**src/rtl/ads1675_pkg.sv**
```systemverilog
// Shared types and constants for the ADS1675 serial output emulator.
package ads1675_pkg;

    typedef enum logic {
        IDLE  = 1'b0,
        FRAME = 1'b1
    } state_t;

    localparam int unsigned ADS1675_DW       = 24;
    localparam int unsigned ADS1675_FRAME_2M = 48;
    localparam int unsigned ADS1675_FRAME_4M = 24;
    localparam int unsigned ADS1675_DRDY_LEN = 3;

    // Counter width that stays at least one bit for tiny ranges.
    function automatic int unsigned clog2_min1(input int unsigned v);
        return (v > 1) ? $clog2(v) : 1;
    endfunction

endpackage

```
**src/rtl/ads1675_sclk_gen.sv**
```systemverilog
// Free-running serial clock divider: sclk = aclk / (2*HALF_DIV).
// rise_tick marks the aclk edge on which sclk goes high.
module ads1675_sclk_gen
    import ads1675_pkg::*;
#(
    parameter int unsigned HALF_DIV = 2
) (
    input  logic aclk,
    input  logic areset_n,
    output logic sclk,
    output logic rise_tick
);

    localparam int unsigned          DIV_W    = clog2_min1(HALF_DIV);
    localparam logic [DIV_W-1:0]     DIV_LAST = DIV_W'(HALF_DIV - 1);

    logic [DIV_W-1:0] div_cnt;
    logic             toggle;

    assign toggle    = (div_cnt == DIV_LAST);
    assign rise_tick = toggle && !sclk;

    // Half-period counter; sclk flips at terminal count.
    always_ff @(posedge aclk or negedge areset_n) begin
        if (!areset_n) begin
            div_cnt <= '0;
            sclk    <= 1'b0;
        end else if (toggle) begin
            div_cnt <= '0;
            sclk    <= ~sclk;
        end else begin
            div_cnt <= div_cnt + DIV_W'(1);
        end
    end

endmodule

```
**src/rtl/ads1675_serial_tx.sv**
```systemverilog
// ADS1675 LVDS-side serial output emulator: one-entry sample buffer,
// frame FSM and MSB-first shifter driving drdy/dout on sclk rising edges.
module ads1675_serial_tx
    import ads1675_pkg::*;
#(
    parameter int unsigned DW        = ADS1675_DW,
    parameter int unsigned FRAME_LEN = ADS1675_FRAME_2M,
    parameter int unsigned DRDY_LEN  = ADS1675_DRDY_LEN,
    parameter int unsigned HALF_DIV  = 2
) (
    input  logic          aclk,
    input  logic          areset_n,
    input  logic          en,
    input  logic [DW-1:0] s_data,
    input  logic          s_valid,
    output logic          s_ready,
    output logic          sclk,
    output logic          drdy,
    output logic          dout,
    output logic          frame_start,
    output logic          underrun,
    output logic          busy
);

    localparam int unsigned      CNT_W    = clog2_min1(FRAME_LEN);
    localparam logic [CNT_W-1:0] CNT_LAST = CNT_W'(FRAME_LEN - 1);
    localparam logic [CNT_W-1:0] CNT_DRDY = CNT_W'(DRDY_LEN);

    logic rise_tick;

    state_t           state,       state_n;
    logic [CNT_W-1:0] bit_cnt,     bit_cnt_n;
    logic             buf_full,    buf_full_n;
    logic [DW-1:0]    buf_data,    buf_data_n;
    logic [DW-1:0]    last_sample, last_sample_n;
    logic [DW-1:0]    shreg,       shreg_n;
    logic             s_ready_n;
    logic             drdy_n;
    logic             dout_n;
    logic             frame_start_n;
    logic             underrun_n;
    logic             busy_n;

    logic             accept;
    logic             load;
    logic [DW-1:0]    tx_sample;
    logic [CNT_W-1:0] cnt_inc;

    assign accept = s_valid && s_ready;

    ads1675_sclk_gen #(
        .HALF_DIV (HALF_DIV)
    ) u_sclk_gen (
        .aclk      (aclk),
        .areset_n  (areset_n),
        .sclk      (sclk),
        .rise_tick (rise_tick)
    );

    // State, buffer, shifter and output registers.
    always_ff @(posedge aclk or negedge areset_n) begin
        if (!areset_n) begin
            state       <= IDLE;
            bit_cnt     <= '0;
            buf_full    <= 1'b0;
            buf_data    <= '0;
            last_sample <= '0;
            shreg       <= '0;
            s_ready     <= 1'b0;
            drdy        <= 1'b0;
            dout        <= 1'b0;
            frame_start <= 1'b0;
            underrun    <= 1'b0;
            busy        <= 1'b0;
        end else begin
            state       <= state_n;
            bit_cnt     <= bit_cnt_n;
            buf_full    <= buf_full_n;
            buf_data    <= buf_data_n;
            last_sample <= last_sample_n;
            shreg       <= shreg_n;
            s_ready     <= s_ready_n;
            drdy        <= drdy_n;
            dout        <= dout_n;
            frame_start <= frame_start_n;
            underrun    <= underrun_n;
            busy        <= busy_n;
        end
    end

    // Next-state: buffer accept, frame sequencing on sclk rising ticks, frame load.
    always_comb begin
        state_n       = state;
        bit_cnt_n     = bit_cnt;
        buf_full_n    = buf_full;
        buf_data_n    = buf_data;
        last_sample_n = last_sample;
        shreg_n       = shreg;
        drdy_n        = drdy;
        dout_n        = dout;
        frame_start_n = 1'b0;
        underrun_n    = 1'b0;
        load          = 1'b0;
        cnt_inc       = bit_cnt + CNT_W'(1);
        tx_sample     = buf_full ? buf_data : last_sample;

        if (accept) begin
            buf_full_n = 1'b1;
            buf_data_n = s_data;
        end

        if (rise_tick) begin
            case (state)
                IDLE: begin
                    drdy_n = 1'b0;
                    dout_n = 1'b0;
                    if (en) begin
                        load = 1'b1;
                    end
                end
                FRAME: begin
                    if (bit_cnt == CNT_LAST) begin
                        if (en) begin
                            load = 1'b1;
                        end else begin
                            state_n   = IDLE;
                            bit_cnt_n = '0;
                            drdy_n    = 1'b0;
                            dout_n    = 1'b0;
                        end
                    end else begin
                        bit_cnt_n = cnt_inc;
                        drdy_n    = (cnt_inc < CNT_DRDY);
                        dout_n    = shreg[DW-1];
                        shreg_n   = shreg << 1;
                    end
                end
                default: begin
                    state_n = IDLE;
                end
            endcase
        end

        // A sample accepted on the load edge stays buffered for the next frame.
        if (load) begin
            state_n       = FRAME;
            bit_cnt_n     = '0;
            drdy_n        = 1'b1;
            dout_n        = tx_sample[DW-1];
            shreg_n       = tx_sample << 1;
            last_sample_n = tx_sample;
            frame_start_n = 1'b1;
            underrun_n    = !buf_full;
            buf_full_n    = accept;
        end

        s_ready_n = !buf_full_n;
        busy_n    = (state_n == FRAME);
    end

endmodule

```
**config.mk**
```make
export PLATFORM = sky130hd
export DESIGN_NAME = ads1675_serial_tx
export DESIGN_NICKNAME = d
export VERILOG_FILES = /design/src/rtl/ads1675_pkg.sv /design/src/rtl/ads1675_sclk_gen.sv /design/src/rtl/ads1675_serial_tx.sv
export SDC_FILE = /design/constraint.sdc
export NUM_CORES = 1
export LEC_CHECK = 0
export ABC_AREA = 1
export BUFFER_PORTS_ARGS = -buffer_cell sky130_fd_sc_hd__buf_2
export CELL_PAD_IN_SITES_DETAIL_PLACEMENT = 0
export CELL_PAD_IN_SITES_GLOBAL_PLACEMENT = 1
export CORE_UTILIZATION = 41
export DETAILED_ROUTE_END_ITERATION = 10
export HOLD_SLACK_MARGIN = 0.08
export PLACE_DENSITY_LB_ADDON = 0.05
export SYNTH_ARGS = -nofsm -noshare
export SYNTH_HDL_FRONTEND = slang
export SYNTH_HIERARCHICAL = 1
export SYNTH_SLANG_ARGS = --single-unit
```
**constraint.sdc**
```tcl
create_clock -name aclk -period 1.5 [get_ports aclk]
set_clock_uncertainty 0.05 [all_clocks]
set_input_delay 0.075 -clock aclk [delete_from_list [all_inputs] [get_ports aclk]]
set_output_delay 0.075 -clock aclk [all_outputs]
set_load 0.01 [all_outputs]
```
# After elaboration in Yosys (flattened, before gate mapping)
# Cells that the tools add are included.
[totals] ff_bits=87 in_bits=28
[classes] addsub=2 magnitude_cmp=1 eq_ne=4 mux=32 bitwise=2 n_reduce_logical=10
[op_table] cell="$mux 24" count=5
[op_table] cell="$mux 6" count=5
[op_table] cell="$mux 1" count=19
[op_table] cell="$add 6x1->6 const B" count=1
[op_table] cell="$eq 6x6->1 const B" count=1
[op_table] cell="$lt 6x2->1 const B" count=1
[op_table] cell="$pmux 1 s2" count=3
[op_table] cell="$reduce_and 3->1" count=2
[op_table] cell="$ne 4x4->1 const B" count=1
[op_table] cell="$reduce_bool 2->1" count=2
[op_table] cell="$logic_not 1->1" count=3
[op_table] cell="$ne 3x3->1 const B" count=1
[op_table] cell="$logic_and 1x1->1" count=2
[op_table] cell="$ne 2x2->1 const B" count=1
[op_table] cell="$not 1->1" count=2
[op_table] cell="$reduce_and 2->1" count=1
[op_table] cell="$add 1x1->1 const B" count=1

# Depth between registers and ports, before layout
# Gate-level depths: netlist of run 1.
[logic_depth] word_depth=6 ltp_mapped=11

# Cells and area by module
# The synthesis of run 1 kept the hierarchy.
[by_module_without_submodules] mod="ads1675_serial_tx" n_inst=1 cells_each=424 area_per_inst_um2=3789.9 seq_area_each_um2=2102.0
[by_module_without_submodules] mod="ads1675_sclk_gen" n_inst=1 cells_each=8 area_per_inst_um2=72.6 seq_area_each_um2=50.0

# Least setup slack after synthesis of run 1
# Ideal clock, no wire load.
[synth_timing] kind="flip-flop to flip-flop" from="reg bit_cnt[0]" to="reg shreg[10]" setup_time_ns=0.117 arrival_time_ns=1.349 t_required_ns=1.333 setup_slack_ns=-0.016 stages_incl_launch_ff=11 n_path_buf=1 synth_period_minus_slack_ns=1.516 path_cell_list="dfrtp_1 ha_1 nand3_2 inv_2 nand3_2 nand2_2 nand2_2 clkinv_2 buf_6 nand2_1 nand2_1"
[synth_via] elab_chain_len=6
[synth_rtl] item="start: declaration" line_no="ads1675_serial_tx.sv:32" text="logic [CNT_W-1:0] bit_cnt, bit_cnt_n;"
[synth_rtl] item="start signal: assignment" line_no="ads1675_serial_tx.sv:77" text="bit_cnt <= bit_cnt_n;"
[synth_rtl] item="$eq 6x6->1 (*)" line_no="ads1675_serial_tx.sv:122" text="if (bit_cnt == CNT_LAST) begin"
[synth_rtl] item="$mux 1" line_no="ads1675_serial_tx.sv:122"
[synth_rtl] item="$pmux 1 s2" line_no="ads1675_serial_tx.sv:113" text="case (state)"
[synth_rtl] item="$mux 1" line_no="ads1675_serial_tx.sv:112" text="if (rise_tick) begin"
[synth_rtl] item="$ne 2x2->1 (no line) / $reduce_bool 2->1 (equally long branches)"
[synth_rtl] item="$reduce_and 3->1 (no line)"
[synth_rtl] item="end signal: assignment" line_no="ads1675_serial_tx.sv:81" text="shreg <= shreg_n;"
[synth_rtl] item="end: declaration" line_no="ads1675_serial_tx.sv:36" text="logic [DW-1:0] shreg, shreg_n;"
# Mark *: on every way between the ends. The rest lies on a longest branch, timed or not.
# A chain may end at the register's enable or synchronous reset.

# Worst setup path after layout of run 1
[layout_timing] from="reg bit_cnt[1]" to="reg shreg[6]"
# The elaborated chain is that of the path after synthesis.

==> results of run 1 <==
==> metrics by stage <==
step / worst slack (ns) / power (mW) / utilization, % / setup TNS (ns)
after floorplan: 0.0170 / 3.12 / - / 0
after global placement: -0.0121 / 3.31 / 46.5 / -0.0567
after detailed placement: -0.0520 / 3.33 / 46.5 / -1.23
after CTS: -0.0331 / 5.13 / 51.8 / -0.386
after global routing: -0.140 / 5.32 / 52.2 / -3.36
final: -0.0220 / 5.05 / 52.2 / -0.0220
==> routing by layer <==
metal	track usage, %	vias to the layer above	part of all wire (%)
met5	0	-	0
met3	3.05	9	2.9
met1	24.3	1375	50
li1	-	1518	-
met2	29.2	46	45
met4	6.45	0	1.4
==> power breakdown <==
part	total [mW]	switching [mW]	internal, mW
Sequential	2.67	0.110	2.56
Clock	1.73	0.803	0.929
Combinational	0.653	0.284	0.368
==> worst paths after layout <==
check | endpoint | depth (start not counted)
min in group asynchronous | dout | 3
worst max register to register | shreg[6] | 8
worst min-delay path | state | 5
max in group asynchronous | shreg[15] | 3
worst min register to register | u_sclk_gen/div_cnt | 1
worst max-delay path | shreg[6] | 8
==> critical path, cell delays in order, from the launching register on <==
cell and delay (ns):
dfrtp_1 0.41, ha_4 0.18, nand3_4 0.10, o21bai_4 0.17, buf_4 0.22, nand3_1 0.13
nand2_1 0.09, nand2_1 0.05, nand2_1 0.05
==> state kept, by name, summed over array words and instances (netlist names), 6 cells and up <==
signal       count
bit_cnt          6
shreg           23
buf_data        24
last_sample     24
==> layout make-up <==
cell class / instances / area share, %
sequential: 86 / 44.8
inverter: 42 / 3.44
clock inverter: 4 / 1.51
clock buffer: 11 / 2.74
timing repair buffer: 81 / 14.2
multi-input combinational: 285 / 30.4
tap: 111 / 2.89
==> cell families after synthesis <==
kind of cell,Yosys count,synth area share [%]
and+or+nand+nor,200,20.9
AOI/OAI and AO/OA,56,7.65
buffers and inverters,61,7.39
DFF,86,55.7
muxes,24,7.00
adders and majority gates,2,0.648
xor gates and xnor gates,3,0.680
==> synth_stat cells (4+ instances only) <==
cell,instances,share of area (%)
nor2_1,6,0.58
o21ai_0,49,6.3
dfrtp_1,86,56
clkbuf_1,5,0.49
o21ai_1,4,0.52
nand2_1,163,16
buf_4,4,0.78
buf_2,6,0.78
mux2_2,24,7.0
inv_1,37,3.6
nand3_1,26,3.4
buf_6,4,1.2
==> timing repair <==
item / 4_1_cts / 5_1_grt
buffers inserted: 1 / 1
pin swaps: 2 / 2
hold buffers: 25 / 0
endpoints found under the setup margin: 49 / 57
gates resized for setup: 4 / 10
hold endpoints to repair: 110 / 0
==> results.md, run 1 <==
- Status: finished, violations left
- Violated checks: negative setup slack
- Crit. End Element: register
- Most common cell after layout, fill and taps aside: nand2_1
- Root Driver: clkbuf_8
- Routed WL: 7920 um
- Via count of the first global-routing pass: 2932
- Netlist cell types: 24
- CP Launch Type: register
- Residual DRC: 0
- PnR worst setup slack: -0.0220 ns
- FF+latch count, synth: 86
- Clk buf depth: 2
- Via count: 2948
- Vias per std cell: 4.75
- Dpl hpwl: 4950 um
- Layout area overhead: 24.3%
- Sequential fraction of the synthesis area: 55.7%
- Final Hold Vio Count: 0
- Syn_nets: 462
- Share of layout cells above drive strength 1: 21.4%
- Post-synth EDFFs: 0
- First-pass GRT wire length: 13700 um
- Mean Syn Cell Area: 8.94 um^2
- Slew Viols, Final: 0
- # setup viols final: 1
- Leakage: 2.59 nW
- Initial DRT Pass Iterations: 4
- Multi-input gate area: 0.00146 mm^2
- CP max FO: 11
- Ys Warns: 6
- Worst reg2reg startpoint: bit_cnt[1]
- Cells after Synth: 432
- Ys async rst share: 100%
- Total gr overflow: 0
- CTS clk-pin slew, worst paths: 0.08 ns
- Final Instance Count excl. Fillers: 620
- Pin count of the biggest net entering global routing: 87
- Worst slew margin: 69.9%
- Design Area, Final: 0.00480 mm^2
- CTS tree: yes
- R2R setup slack: -0.02 ns
- Die height: 99.1 um
- Worst hold path class: input pin to register
- Final nets: 535
- Final min period: 1.52 ns
- Num rows: 35
- IO Pins: 35
- CP required: 1.73 ns
- Clk sinks: 86
- Antenna violations before repair: 0
- Die area: 0.00981 mm^2
- Fmax: 0.657 GHz
- Routed len/inst: 12.8 um
- VDD IR max: 0.561 mV
- Clk_lat worst skew: 0.35 ns
- Placed cell areas: 0.00428 mm^2
- Antenna cells: 0
- Die width: 99.1 um
- Fillers: 877
- Core area: 0.00920 mm^2
- Max Cap Viol: 0
- WP data arrival: 1.76 ns
- Power per cell area: 1050 mW/mm^2
- Antenna Nets Post-Route: 0
- Crit Path Class: register to register
- Commonest non-fill, non-tap cells in the layout: nand2_1 (162), dfrtp_1 (86), o21ai_0 (49)
- Commonest register cell after synthesis: dfrtp_1
- Placed cells: 578
- CP startpoint: bit_cnt[1]
- Clock buffer count from CTS: 9
- Drt first-iter violations: 96
- RSZ-0062 raised after global routing: yes
- H-Tree Depth: 3
- Final period util: 101%
- Initial Utilization: 42.0%
- IO Port Bufs: 34
- Placer congestion estimate: 0.752
- Gr usage total: 18.0%
- Reg area: 0.00215 mm^2
- WHS: 0.0914 ns
- Synth Cell Area: 0.00386 mm^2
- Tightest Pin Transition: 0.452 ns
- Hold_sp: en
Note: power is estimated with default switching activity, not from simulation.
==> inputs of run 2 (changes only) <==
- CORE_MARGIN: default -> 3
==> results.md, run 2 (same netlist as run 1, synthesis figures left out) <==
- Status: completed
- WHS: 0.142 ns (+0.0502 ns)
- Die area: 0.0106 mm^2 (+8.2%)
- Total gr overflow: 0 (unchanged)
- Finished Core Util: 56.3% (+4.1 points)
- Vias per std cell: 4.77 (+0.34%)
- IO Port Bufs: 34 (unchanged)
- Slew Viols, Final: 0 (unchanged)
- Initial Utilization: 43.2% (+1.2 points)
- Final nets: 551 (+3.0%)
- Max Cap Viol: 0 (unchanged)
- Dpl hpwl: 5590 um (+13%)
- CTS tree: yes
- GRT met2 Usage: 28.7% (-0.44 points)
- Final period util: 99.0% (-2.4 points)
- Pin count of the biggest net entering global routing: 32 (-63%)
- Initial DRT Pass Iterations: 4 (unchanged)
- TNS Setup: 0 ns (+0.0220 ns)
- Die width: 103 um (+4.0%)
- Core area: 0.00893 mm^2 (-2.9%)
- Reg area: 0.00215 mm^2 (unchanged)
- Final min period: 1.49 ns (-0.0363 ns)
- Crit. End Element: register
- GR Layer Usage met3: 5.28% (+2.2 points)
- Drt first-iter violations: 96 (unchanged)
- Top Registers: buf_data (24), last_sample (24), shreg (23)
- Fmax: 0.673 GHz (+2.4%)
- First-pass GRT wire length: 14800 um (+8.1%)
- Layout area overhead: 30.1%
- Gr busiest metal: met2
- CTS clk-pin slew, worst paths: 0.09 ns (about the same)
- Root Driver: clkbuf_8
- Commonest non-fill, non-tap cells in the layout: nand2_1 (157), dfrtp_1 (86), o21ai_0 (47)
- Multi-input gate area: 0.00150 mm^2 (+2.9%)
- Share of layout cells above drive strength 1: 25.7% (+4.3 points)
- VDD IR max: 0.768 mV (+37%)
- Tightest Pin Transition: 0.474 ns (+0.0227 ns)
- # setup viols final: 0 (-1)
- Clk sinks: 86 (unchanged)
- RSZ-0062 raised after global routing: yes
- WP data arrival: 1.67 ns (-0.09 ns)
- Num rows: 34 (-2.9%)
- Via count: 3020 (+2.4%)
- Routed len/inst: 13.8 um (+8.2%)
- Die height: 103 um (+4.0%)
- Fillers: 817 (-6.8%)
- H-Tree Depth: 3 (unchanged)
- CP required: 1.69 ns (-0.04 ns)
- IO Pins: 35 (unchanged)
- Residual DRC: 0 (unchanged)
- Antenna cells: 0 (unchanged)
- Final Hold Vio Count: 0 (unchanged)
- GR Util met1: 24.4% (about the same)
- Worst hold path class: input pin to register
- Antenna Nets Post-Route: 0 (unchanged)
- Worst slew margin: 68.4% (-1.5 points)
- Via count of the first global-routing pass: 3054 (+4.2%)
- Crit Path Class: register to register
- Power per cell area: 965 mW/mm^2 (-8.3%)
- Leakage: 2.71 nW (+4.5%)
- Placer congestion estimate: 0.776 (+3.3%)
- Most common cell after layout, fill and taps aside: nand2_1
- Antenna violations before repair: 0 (unchanged)
- Clock buffer count from CTS: 9 (unchanged)
- CP max FO: 10 (-1)
- Clk buf depth: 2 (unchanged)
- Clk_lat worst skew: 0.36 ns (about the same)
- CP Launch Type: register
- Routed WL: 8750 um (+11%)
- Gr usage total: 18.2% (+0.25 points)
run 2: cell types whose count changed in the layout (fill, tap and decap cells not counted), sizes merged:
cell and delta:
buf +14, bufinv -2, clkbuf +1, clkinv +3
run 2: final cells by class:
cell class	instances	share of cell area, %
repair buffers	97	17.9
flip-flops and latches	86	42.8
inverters	42	3.31
multi-input cells	285	29.8
clock buffers	10	2.74
well taps	108	2.69
clock inverters	5	0.697
run 2: repair_timing:
action | 4_1_cts | 5_1_grt
setup buffers | 3 | 3
setup endpoints to repair | 29 | 57
endpoints found under the hold margin | 110 | 0
cloned | 1 | 2
resized for setup | 11 | 14
hold buffers | 25 | 0
pin swaps | 3 | 2
run 2: path summary, 6_finish.rpt:
path	cells after the start	startpoint	slack (ns)	endpoint
max	7	bit_cnt[1]	0.01	last_sample[16]
min	4	s_valid	0.14	buf_full
max reg2reg	7	bit_cnt[1]	0.01	last_sample[16]
min reg2reg	1	u_sclk_gen/div_cnt	0.39	u_sclk_gen/div_cnt
max in group asynchronous	3	areset_n	0.65	shreg[6]
min in group asynchronous	2	areset_n	0.15	underrun
run 2: metrics by stage:
stage                     worst slack (ns)  cell area (um^2)  instances  power [mW]
final                               0.0143              5030        633        4.85
after global routing                -0.126              5030        633        5.16
after CTS                          -0.0260              4910        629        4.91
after detailed placement           -0.0387              4390        585        3.36
after global placement             0.00126              4390        585        3.34
after floorplan                     0.0170              3860        432        3.12
run 2: worst max-delay path, cell delays in order (launching register included):
cell and delay [ns]:
dfrtp_1 0.40, ha_4 0.17, nand3_4 0.09, o21bai_4 0.17, nand2_4 0.13, inv_4 0.12, clkbuf_16 0.16, o21ai_0 0.08
run 2: layer usage:
metal	vias up	wire length, um	share of wire, %
met3	8	338	3.9
met2	46	4140	47
met1	1422	4150	47
met4	0	123	1.4
met5	-	0	0
li1	1544	-	-
run 2: report_power, final:
group          internal [mW]  switching, mW  total, mW
Combinational          0.394          0.311      0.704
Sequential              2.56          0.115       2.67
Clock                  0.641          0.831       1.47
Total                   3.59           1.26       4.85
==> inputs of run 3 (changes only) <==
- MAX_ROUTING_LAYER: default -> met4
==> results.md, run 3 (same netlist as run 1, synthesis figures left out) <==
- Fmax: 0.672 GHz (-0.20%)
- Num rows: 34 (unchanged)
- Crit Path Class: register to register
- CP Launch Type: register
- Gr usage total: 18.8% (+0.55 points)
- Tightest Pin Transition: 0.476 ns (+0.00156 ns)
- Die height: 103 um (unchanged)
- Antenna violations before repair: 0 (unchanged)
- Final nets: 551 (unchanged)
- Total gr overflow: 0 (unchanged)
- Slew Viols, Final: 0 (unchanged)
- Leakage: 2.71 nW (unchanged)
- Final period util: 99.2% (+0.20 points)
- Crit. End Element: register
- Final min period: 1.49 ns (+0.00295 ns)
- Placer congestion estimate: 0.787 (+1.4%)
- Dpl hpwl: 5590 um (unchanged)
- Initial DRT Pass Iterations: 4 (unchanged)
- Die area: 0.0106 mm^2 (unchanged)
- Die width: 103 um (unchanged)
- CTS tree: yes
- Worst hold path class: input pin to register
- Most common cell after layout, fill and taps aside: nand2_1
- RSZ-0062 raised after global routing: yes
- Total power: 4.86 mW (+0.16%)
- CP required: 1.69 ns (about the same)
- WP data arrival: 1.68 ns (about the same)
- Routed len/inst: 13.9 um (+0.29%)
- Commonest non-fill, non-tap cells in the layout: nand2_1 (157), dfrtp_1 (86), o21ai_0 (47)
- Antenna Nets Post-Route: 0 (unchanged)
- Fillers: 817 (unchanged)
- CP top delay family: flip-flops
- Design Area, Final: 0.00503 mm^2 (unchanged)
- Status: completed
- Max Cap Viol: 0 (unchanged)
- Antenna cells: 0 (unchanged)
- Pint: 3.59 mW (about the same)
- Final Hold Vio Count: 0 (unchanged)
- Worst slew margin: 68.3% (-0.10 points)
- Register share of total power: 55.0% (about the same)
- IO Pins: 35 (unchanged)
- Met3 wire length: 292 um (-14%)
- CP max FO: 10 (unchanged)
- Residual DRC: 0 (unchanged)
- Layout area overhead: 30.1% (unchanged)
- Clk_lat worst skew: 0.36 ns (about the same)
- Met2 Wirelength: 4140 um (unchanged)
- Comb power frac: 14.5% (about the same)
- Clock buffer count from CTS: 9 (unchanged)
- # setup viols final: 0 (unchanged)
- Placed cell areas: 0.00439 mm^2 (unchanged)
- Drt first-iter violations: 89 (-7.3%)
- H-Tree Depth: 3 (unchanged)
- Switching pwr: 1.26 mW (+0.58%)
- Clock share of power: 30.4% (about the same)
- Finished Core Util: 56.3% (unchanged)
- Via count of the first global-routing pass: 3051 (-0.098%)
- M1 WL: 4200 um (+1.3%)
- Clk buf depth: 2 (unchanged)
- IO Port Bufs: 34 (unchanged)
- Vias per std cell: 4.78 (+0.17%)
- CTS clk-pin slew, worst paths: 0.09 ns (about the same)
- Slowest cell on the critical path: dfrtp_1
- Buf/Inv on CP: 2 (unchanged)
- Clk sinks: 86 (unchanged)
- VDD IR max: 0.769 mV (about the same)
- Core area: 0.00893 mm^2 (unchanged)
- Share of layout cells above drive strength 1: 25.7% (unchanged)
- Root Driver: clkbuf_8
- Critical-path cell list: ha_4 > nand3_4 > o21bai_4 > nand2_4 > inv_4 > clkbuf_16 > o21ai_0
- Switching Fraction: 26.0% (+0.11 points)
- Via count: 3025 (+0.17%)
- DR top layer: met4
- Top Registers: buf_data (24), last_sample (24), shreg (23)
- TNS Setup: 0 ns (unchanged)
- Pin count of the biggest net entering global routing: 32 (unchanged)
- Power per cell area: 966 mW/mm^2 (+0.16%)
- Initial Utilization: 43.2% (unchanged)
- Routed WL: 8770 um (+0.29%)
- Crit-path max cell delay: 0.40 ns (about the same)
- First-pass GRT wire length: 14800 um (about the same)
## run 3: area by class of cell
| type | count | area [um^2] | share of cell area (%) |
|---|---|---|---|
| clock buffer | 10 | 138 | 2.74 |
| clock inverter | 5 | 35.0 | 0.697 |
| inverter | 42 | 166 | 3.31 |
| multi-input combinational | 285 | 1500 | 29.8 |
| sequential | 86 | 2150 | 42.8 |
| tap | 108 | 135 | 2.69 |
| timing repair buffer | 97 | 900 | 17.9 |
## run 3: worst paths after layout
kind,from,end,slack (ns),cells past startpoint
max in group asynchronous,areset_n,shreg[6],0.65,3
min,s_valid,buf_full,0.14,4
max reg2reg,bit_cnt[1],last_sample[16],0.01,7
max,bit_cnt[1],last_sample[16],0.01,7
min reg2reg,u_sclk_gen/div_cnt,u_sclk_gen/div_cnt,0.39,1
min in group asynchronous,areset_n,underrun,0.15,2
## run 3: power by group through the flow
stage | clock network [mW] | logic [mW] | registers [mW]
global route | 1.65 | 0.806 | 2.70
CTS | 1.53 | 0.705 | 2.67
floorplan | 0 | 0.433 | 2.69
global placement | 0 | 0.625 | 2.71
finish | 1.48 | 0.705 | 2.67
detailed placement | 0 | 0.641 | 2.72
## run 3: worst min-delay path: stages
cell and delay, ns:
buf_2 0.08, nand2_1 0.08, buf_12 0.18, nand2_1 0.10
## run 3: what timing repair did
| action | in CTS | in global routing |
|---|---|---|
| setup buffers | 3 | 3 |
| cloned | 1 | 2 |
| endpoints found under the hold margin | 110 | 0 |
| resized for setup | 11 | 14 |
| pin swaps | 3 | 2 |
| endpoints found under the setup margin | 29 | 57 |
| hold buffers | 25 | 0 |
## run 3: per-stage QoR
| stage | hold slack (ns) | cells | setup slack (ns) |
|---|---|---|---|
| floorplan | -0.271 | 432 | 0.0170 |
| global route | 0.139 | 633 | -0.126 |
| global placement | 0.0165 | 585 | 0.00126 |
| CTS | 0.125 | 629 | -0.0260 |
| finish | 0.142 | 633 | 0.0114 |
| detailed placement | 0.0197 | 585 | -0.0387 |
## run 3: routing by layer
metal / up-vias / track usage [%]
li1: 1544 / -
met1: 1424 / 24.3
met2: 47 / 28.8
met3: 10 / 5.28
met4: 0 / 5.58
met5: - / -
